### config.mk
export PLATFORM = sky130hd
export DESIGN_NAME = snax_reshuffler_pipe
export DESIGN_NICKNAME = d
export VERILOG_FILES = /design/src/rtl/snax_reshuffler_pkg.sv /design/src/rtl/snax_reshuffler_fifo.sv /design/src/rtl/snax_reshuffler_pipe.sv
export SDC_FILE = /design/constraint.sdc
export NUM_CORES = 2
export LEC_CHECK = 0
export CORE_AREA = 2 2 448 450
export CTS_BUF_LIST = sky130_fd_sc_hd__clkbuf_4 sky130_fd_sc_hd__clkbuf_8
export DETAILED_ROUTE_END_ITERATION = 8
export DIE_AREA = 0 0 450 452
export PLACE_DENSITY_LB_ADDON = 0.1
export SLEW_MARGIN = 20
export SYNTH_ARGS = -nofsm -noshare
export SYNTH_HDL_FRONTEND = slang
export SYNTH_SLANG_ARGS = --single-unit
### constraint.sdc
create_clock -name clock -period 73.8 [get_ports clock]
set_input_delay 14.76 -clock clock [delete_from_list [all_inputs] [get_ports clock]]
set_output_delay 14.76 -clock clock [all_outputs]
set_load 0.02 [all_outputs]
### src/rtl/snax_reshuffler_pkg.sv
// Shared types for the reshuffler: transform modes, control FSM states and mode field width.
package snax_reshuffler_pkg;

  localparam int ModeWidth = 2;

  typedef enum logic [ModeWidth-1:0] {
    MODE_PASS      = 2'd0,
    MODE_TRANSPOSE = 2'd1,
    MODE_REVERSE   = 2'd2,
    MODE_RSVD      = 2'd3
  } mode_e;

  typedef enum logic {
    ST_IDLE = 1'b0,
    ST_BUSY = 1'b1
  } state_e;

endpackage

### src/rtl/snax_reshuffler_fifo.sv
// Small output buffer with wrap-around pointers; the head reads as zero whenever the buffer is empty.
module snax_reshuffler_fifo #(
  parameter int DataWidth = 512,
  parameter int Depth     = 2
) (
  input  logic                 clk,
  input  logic                 rst,
  input  logic                 push_i,
  input  logic [DataWidth-1:0] data_i,
  input  logic                 pop_i,
  output logic [DataWidth-1:0] data_o,
  output logic                 full_o,
  output logic                 empty_o
);

  localparam int AddrWidth = $clog2(Depth);
  localparam logic [AddrWidth:0] PtrOne = 1;

  logic [DataWidth-1:0] mem_q [Depth];
  logic [AddrWidth:0]   wr_ptr_q, wr_ptr_d;
  logic [AddrWidth:0]   rd_ptr_q, rd_ptr_d;
  logic                 push_en, pop_en;

  // The extra pointer MSB distinguishes full from empty when the addresses match.
  always_comb begin
    empty_o  = (wr_ptr_q == rd_ptr_q);
    full_o   = (wr_ptr_q[AddrWidth] != rd_ptr_q[AddrWidth]) &&
               (wr_ptr_q[AddrWidth-1:0] == rd_ptr_q[AddrWidth-1:0]);
    push_en  = push_i && !full_o;
    pop_en   = pop_i && !empty_o;
    wr_ptr_d = push_en ? wr_ptr_q + PtrOne : wr_ptr_q;
    rd_ptr_d = pop_en ? rd_ptr_q + PtrOne : rd_ptr_q;
    data_o   = empty_o ? '0 : mem_q[rd_ptr_q[AddrWidth-1:0]];
  end

  always_ff @(posedge clk) begin
    if (push_en) begin
      mem_q[wr_ptr_q[AddrWidth-1:0]] <= data_i;
    end
  end

  always_ff @(posedge clk) begin
    if (rst) begin
      wr_ptr_q <= '0;
      rd_ptr_q <= '0;
    end else begin
      wr_ptr_q <= wr_ptr_d;
      rd_ptr_q <= rd_ptr_d;
    end
  end

endmodule

### src/rtl/snax_reshuffler_pipe.sv
// Streaming tile reshuffler (passthrough / transpose / reverse) with a CSR job interface.
// Busy-cycle counter present only when SNAX_RESHUFFLER_PERF_CNT_EN is defined.
module snax_reshuffler_pipe
  import snax_reshuffler_pkg::*;
#(
  parameter int DataWidth = 512,
  parameter int ElemWidth = 8,
  parameter int TileDim   = 8,
  parameter int FifoDepth = 2,
  parameter int CntWidth  = 32
) (
  input  logic                 clock,
  input  logic                 reset,
  input  logic [DataWidth-1:0] io_data_input_i_bits,
  input  logic                 io_data_input_i_valid,
  output logic                 io_data_input_i_ready,
  output logic [DataWidth-1:0] io_data_output_o_bits,
  output logic                 io_data_output_o_valid,
  input  logic                 io_data_output_o_ready,
  input  logic [31:0]          io_ctrl_bits_0,
  input  logic [CntWidth-1:0]  io_ctrl_bits_1,
  input  logic                 io_ctrl_valid,
  output logic                 io_ctrl_ready,
  output logic [CntWidth-1:0]  io_performance_counter,
  output logic [31:0]          io_busy_o
);

  localparam int NumElem = TileDim * TileDim;
  localparam logic [CntWidth-1:0] CntOne = 1;

  if (DataWidth != TileDim * TileDim * ElemWidth) begin : g_bad_width
    $error("DataWidth must equal TileDim*TileDim*ElemWidth");
  end
  if (FifoDepth < 2 || (FifoDepth & (FifoDepth - 1)) != 0) begin : g_bad_depth
    $error("FifoDepth must be a power of two and at least 2");
  end

  state_e              state_q, state_d;
  mode_e               mode_q, mode_d;
  logic [CntWidth-1:0] beats_q, beats_d;
  logic [CntWidth-1:0] in_cnt_q, in_cnt_d;
  logic [CntWidth-1:0] out_cnt_q, out_cnt_d;
  logic                job_start;
  logic                fifo_full, fifo_empty;
  logic                in_fire, out_fire;
  logic [DataWidth-1:0] trans_w, rev_w, xform_w;
  logic                unused_ctrl_bits;

  assign unused_ctrl_bits = ^io_ctrl_bits_0[31:ModeWidth];

  // Element (r, c) of the input tile lands at (c, r) of the output tile.
  for (genvar gi = 0; gi < TileDim; gi++) begin : g_row
    for (genvar gj = 0; gj < TileDim; gj++) begin : g_col
      assign trans_w[(gj*TileDim+gi)*ElemWidth +: ElemWidth] =
             io_data_input_i_bits[(gi*TileDim+gj)*ElemWidth +: ElemWidth];
    end
  end

  for (genvar gi = 0; gi < NumElem; gi++) begin : g_rev
    assign rev_w[gi*ElemWidth +: ElemWidth] =
           io_data_input_i_bits[(NumElem-1-gi)*ElemWidth +: ElemWidth];
  end

  always_comb begin
    case (mode_q)
      MODE_TRANSPOSE: xform_w = trans_w;
      MODE_REVERSE:   xform_w = rev_w;
      default:        xform_w = io_data_input_i_bits;
    endcase
  end

  assign io_ctrl_ready          = (state_q == ST_IDLE);
  assign io_data_input_i_ready  = (state_q == ST_BUSY) && !fifo_full && (in_cnt_q < beats_q);
  assign io_data_output_o_valid = !fifo_empty;
  assign in_fire                = io_data_input_i_valid && io_data_input_i_ready;
  assign out_fire               = io_data_output_o_valid && io_data_output_o_ready;
  assign io_busy_o              = {31'b0, state_q == ST_BUSY};

  snax_reshuffler_fifo #(
    .DataWidth (DataWidth),
    .Depth     (FifoDepth)
  ) u_fifo (
    .clk     (clock),
    .rst     (reset),
    .push_i  (in_fire),
    .data_i  (xform_w),
    .pop_i   (out_fire),
    .data_o  (io_data_output_o_bits),
    .full_o  (fifo_full),
    .empty_o (fifo_empty)
  );

  always_comb begin
    state_d   = state_q;
    mode_d    = mode_q;
    beats_d   = beats_q;
    in_cnt_d  = in_cnt_q;
    out_cnt_d = out_cnt_q;
    job_start = 1'b0;
    case (state_q)
      ST_IDLE: begin
        if (io_ctrl_valid) begin
          job_start = 1'b1;
          mode_d    = mode_e'(io_ctrl_bits_0[ModeWidth-1:0]);
          beats_d   = io_ctrl_bits_1;
          in_cnt_d  = '0;
          out_cnt_d = '0;
          if (io_ctrl_bits_1 != '0) state_d = ST_BUSY;
        end
      end
      default: begin
        if (in_fire)  in_cnt_d  = in_cnt_q + CntOne;
        if (out_fire) out_cnt_d = out_cnt_q + CntOne;
        if (out_cnt_d == beats_q) state_d = ST_IDLE;
      end
    endcase
  end

  always_ff @(posedge clock) begin
    if (reset) begin
      state_q   <= ST_IDLE;
      mode_q    <= MODE_PASS;
      beats_q   <= '0;
      in_cnt_q  <= '0;
      out_cnt_q <= '0;
    end else begin
      state_q   <= state_d;
      mode_q    <= mode_d;
      beats_q   <= beats_d;
      in_cnt_q  <= in_cnt_d;
      out_cnt_q <= out_cnt_d;
    end
  end

`ifdef SNAX_RESHUFFLER_PERF_CNT_EN
  logic [CntWidth-1:0] perf_q, perf_d;

  // Saturating busy-cycle count; cleared only when a new job is accepted.
  always_comb begin
    perf_d = perf_q;
    if (job_start) begin
      perf_d = '0;
    end else if (state_q == ST_BUSY && perf_q != '1) begin
      perf_d = perf_q + CntOne;
    end
  end

  always_ff @(posedge clock) begin
    if (reset) perf_q <= '0;
    else       perf_q <= perf_d;
  end

  assign io_performance_counter = perf_q;
`else
  assign io_performance_counter = '0;
`endif

endmodule
# Word-level counts from Yosys, hierarchy flattened
# Memory sizes are Yosys's and may differ from the RTL's. A register that Yosys moved wholly into a read port is not among the register bits.
# Cells that the tools add are included.
# word_totals
output_inout_bits	579
register_bits	103
memories	1
elab_cells	50
ram_bits	1024
input_bits	581
# memory_table
name	words	word_bits	rd	rd_clocked_by_memory_dff	write_ports	line_no	rtl
u_fifo.mem_q	2	512	1	1	1	snax_reshuffler_fifo.sv:19	logic [DataWidth-1:0] mem_q [Depth];
# op_classes
addsub	4
mux	16
order_cmp	1
eq_ne	7
reduce_logical	13
bitwise	1
# op_table
operator	n
$pmux 512 s2	1
$mux 512	1
$mux 32	6
$add 32x1->32 const B	2
$eq 32x32->1	1
$lt 32x32->1	1
$reduce_bool 32->1	1
$mux 1	8
$logic_and 1x1->1	7
$add 2x1->2 const B	2
$reduce_and 2->1	2
$eq 2x1->1 const B	1
$eq 2x2->1	1
$eq 2x2->1 const B	1
$logic_not 1->1	2
$ne 2x1->1 const B	1
$reduce_bool 2->1	1
$eq 1x1->1	1
$ne 1x1->1	1
$not 1->1	1

# Longest topological paths before layout
# depth
ltp_word	9
mapped_depth	12
ltp_nobuf	10

# By module
# Synthesis repeated with hierarchy kept, for this count alone.
# unflattened
cells_unflattened	4557
area_unflattened_um2	57791.7
# modules_own_cells
module	n_inst	seq_area_each_um2	cells_per_inst	area_per_inst_um2
snax_reshuffler_fifo	1	30849.6	2194	42963.7
snax_reshuffler_pipe	1	1981.9	2363	14828.0

# Least setup slack after synthesis
# No wires, ideal clock.
# synth_path
path_type	input port to flip-flop
start	input io_data_input_i_valid
end	register u_fifo.wr_ptr_q[1]
t_arrival_ns	39.099
path_stages	4
required_time_ns	73.632
path_slack_ns	34.532
setup_time_ns	0.168
n_path_buf	1
path_cell_list	clkbuf_1 > o211ai_1 > nor2_1 > mux2_2
# synth_via
elab_chain_cells	2
# synth_rtl
item	line_no	rtl
start: declaration	snax_reshuffler_pipe.sv:15	input logic io_data_input_i_valid,
$logic_and 1x1->1	snax_reshuffler_pipe.sv:75	assign in_fire = io_data_input_i_valid && io_data_input_i_ready;
$logic_and 1x1->1	snax_reshuffler_fifo.sv:29	push_en = push_i && !full_o;
end signal: assignment	snax_reshuffler_fifo.sv:47	wr_ptr_q <= wr_ptr_d;
end: declaration	snax_reshuffler_fifo.sv:20	logic [AddrWidth:0] wr_ptr_q, wr_ptr_d;
# No other way between the ends.
# A chain may end at the register's enable or synchronous reset.

# Final worst setup path
# layout_path
start	register u_fifo.wr_ptr_q[0]
end	output io_data_output_o_bits[391]
# layout_via
elab_chain_cells	2
# layout_rtl
item	line_no	rtl
$eq 2x2->1	snax_reshuffler_fifo.sv:26	empty_o = (wr_ptr_q == rd_ptr_q);
$mux 512	snax_reshuffler_fifo.sv:33	data_o = empty_o ? '0 : mem_q[rd_ptr_q[AddrWidth-1:0]];
end: declaration	snax_reshuffler_pipe.sv:17	output logic [DataWidth-1:0] io_data_output_o_bits,
# No other way between the ends.

==> run metrics <==
status=completed; setup violators final=0; Final period util=0.2788; Syn Area/Cell=11.70 um^2; xor/xnor share of the synthesized area=0.009642; Area after DPL=0.06656 mm^2; Final nets=6174; Syn Inst Count=4581; simple logic cell fraction of the synthesized area=0.09889; hold path cells=2; Post-Synth Adder-Cell Area=0.008171; number of enable flip-flop cells after synthesis=1024; Worst EP required=59.04 ns; post-CTS setup buffer count=0; flops & latches, synth=1128; Max clock buf depth=3; post-cts resize count=0; Die Y=452 um; Clk pwr share=0.333; R2R depth=14; Congestion Overflow GR=0; first-pass GRT wire length=290200 um; top cell type's share of synthesized area=0.5737; input/output buffers=1066; largest net degree at the start of global routing=243; WL per Instance=24.78 um; compound-gate portion of the synthesized area=0.1347; critical path launch point type=flop; main flop type after synthesis=edfxtp_1; initial core utilization=0.2698; Sw Pwr=0.5850 mW; 1st-pass router iterations=7; Final ANT Viol Nets=0; CTS buffer count=214; crit path DAT=5.81 ns; area grow syn2layout=32.17%; R2R setup slack=68.48 ns; DRC=0; worst vdd ir=0.01533 mV; leakage=23.23 nW; antenna violations before repair=78; endpoints failing hold=0; commonest non-fill, non-tap cells in the layout=clkdlybuf4s50_1, edfxtp_1, nor2_1; area leader, netlist=edfxtp_1; Total GRT Usage=0.1966; Die X=450 um; sequential share of power=0.405; Clock Sinks=1128; core area=0.1986 mm^2; RSZ-0062 raised after global routing=no; CP max FO=81; Worst-path clk slew=0.06 ns; type of the worst setup path=flop to primary output; vias in the first global route=39370; CTS tree=built; layout cells sized above 1=0.07609; Netlist cell types=75; via count=40500; io pins=1160; hold crit path type=flop to flop; internal power=1.248 mW; largest family of logic cells by synthesized area=compound AO/OA/AOI/OAI gates; max_slew headroom=0.2148; final cell count without fillers=8421; die footprint=0.2034 mm^2; min cycle time layout=20.57 ns; Fillers=19940; Rows=164; Netlist Area Pre-Place=0.05359 mm^2; final WL=208600 um; mux cell area share after synthesis=0.09735; slew at the pin closest to its max-slew limit=1.178 ns; Async S/R FF share, synth=0; Post-Place Cells=7998; Setup TNS=0 ns; Logic pwr share=0.262; Worst-Skew Late Latency=0.95 ns; crit end category=primary output; Root Driver=clkbuf_8; Yosys warning total=0; fin. max-slew vios=0; commonest non-fill, non-tap cell in the layout=clkdlybuf4s50_1; H-tree depth=4; clock skew=0.05649 ns; Hold Buf Count CTS=0; design area=0.07084 mm^2; number of vias per cell=4.809; initial DRC count=2584; P per Cell Area=25.87 mW/mm^2; fmax=48.61 MHz; final core occ=0.3566; placer congestion estimate=0.8527; hpwl dp=147200 um; post-synthesis sequential area ratio=0.6126; Max Cap Violations=0; synth top area cells=edfxtp_1, mux2i_1, a22oi_1; Sw Share=0.3192
cell usage after synthesis, drive strengths merged, types with 35 or more instances:
library cell,number
mux2i,519
buf,93
dfxtp,104
a22oi,384
nand2,513
o21ai,424
edfxtp,1024
a22o,128
ha,35
clkbuf,336
a21oi,84
nor2,566
inv,41
area by class of cell:
cell class	instances	area [um^2]	area share
multi-input combinational	3044	19000	0.2682
timing repair buffer	1129	11250	0.1588
sequential	1128	32840	0.4635
clock inverter	90	555.5	0.007842
clock buffer	298	3632	0.05128
antenna	35	87.58	0.001236
inverter	41	153.9	0.002173
tap	2656	3323	0.04691
per-stage QoR:
| step | setup WS, ns | total power [mW] | hold WS, ns |
|---|---|---|---|
| floorplan | 34.53 | 1.017 | 0.4363 |
| global placement | 53.93 | 1.244 | 0.4428 |
| detailed placement | 53.98 | 1.245 | 0.4490 |
| CTS | 52.89 | 1.869 | 0.4579 |
| finish | 53.23 | 1.833 | 0.4551 |
| global route | 52.69 | 1.921 | 0.5024 |
layer usage:
| metal | part of all wire | up-vias | global-route usage |
|---|---|---|---|
| li1 | - | 19020 | - |
| met1 | 0.39 | 19820 | 0.2256 |
| met2 | 0.49 | 1236 | 0.3345 |
| met3 | 0.074 | 386 | 0.06578 |
| met4 | 0.037 | 32 | 0.08221 |
| met5 | 0.0010 | - | 0 |
worst paths after layout:
check                      from                         end
min                  beats_q[9]                  beats_q[9]
max reg2reg         beats_q[21]        u_fifo.mem_q[0][162]
max          u_fifo.wr_ptr_q[0]  io_data_output_o_bits[391]
min reg2reg          beats_q[9]                  beats_q[9]
flip-flops by register name, indices dropped and copies added, names as in the netlist, named ones only:
register	flops
beats_q	32
in_cnt_q	32
mode_q	2
out_cnt_q	32
state_q	1
u_fifo.mem_q	1024
u_fifo.rd_ptr_q	2
u_fifo.wr_ptr_q	2
power groups by stage:
stage / Sequential, mW / Combinational, mW / Clock (mW)
3_3_place_gp: 0.754 / 0.490 / 0
4_1_cts: 0.742 / 0.492 / 0.636
6_report: 0.741 / 0.481 / 0.610
3_5_place_dp: 0.755 / 0.490 / 0
5_1_grt: 0.743 / 0.515 / 0.662
2_1_floorplan: 0.769 / 0.248 / 0
critical path, stage by stage, from the launching register on:
cell and delay [ns]:
dfxtp_1 0.54, xor2_1 0.25, nor2_4 0.18, buf_4 0.47, buf_4 0.75, buf_4 0.74
buf_4 0.88, nor2_1 0.17, clkdlybuf4s50_1 0.73
kinds of logic (layout without fill, tap and decap cells):
group	count (synthesis)	in the layout
xor gates and xnor gates	59	59
muxes	521	521
DFF	1128	1128
adders and majority gates	35	35
buffers and inverters	471	1558
other	1	98
and+or+nand+nor	1264	1264
AOI/OAI and AO/OA	1102	1102
No activity file was read; power rests on OpenSTA's default activity.
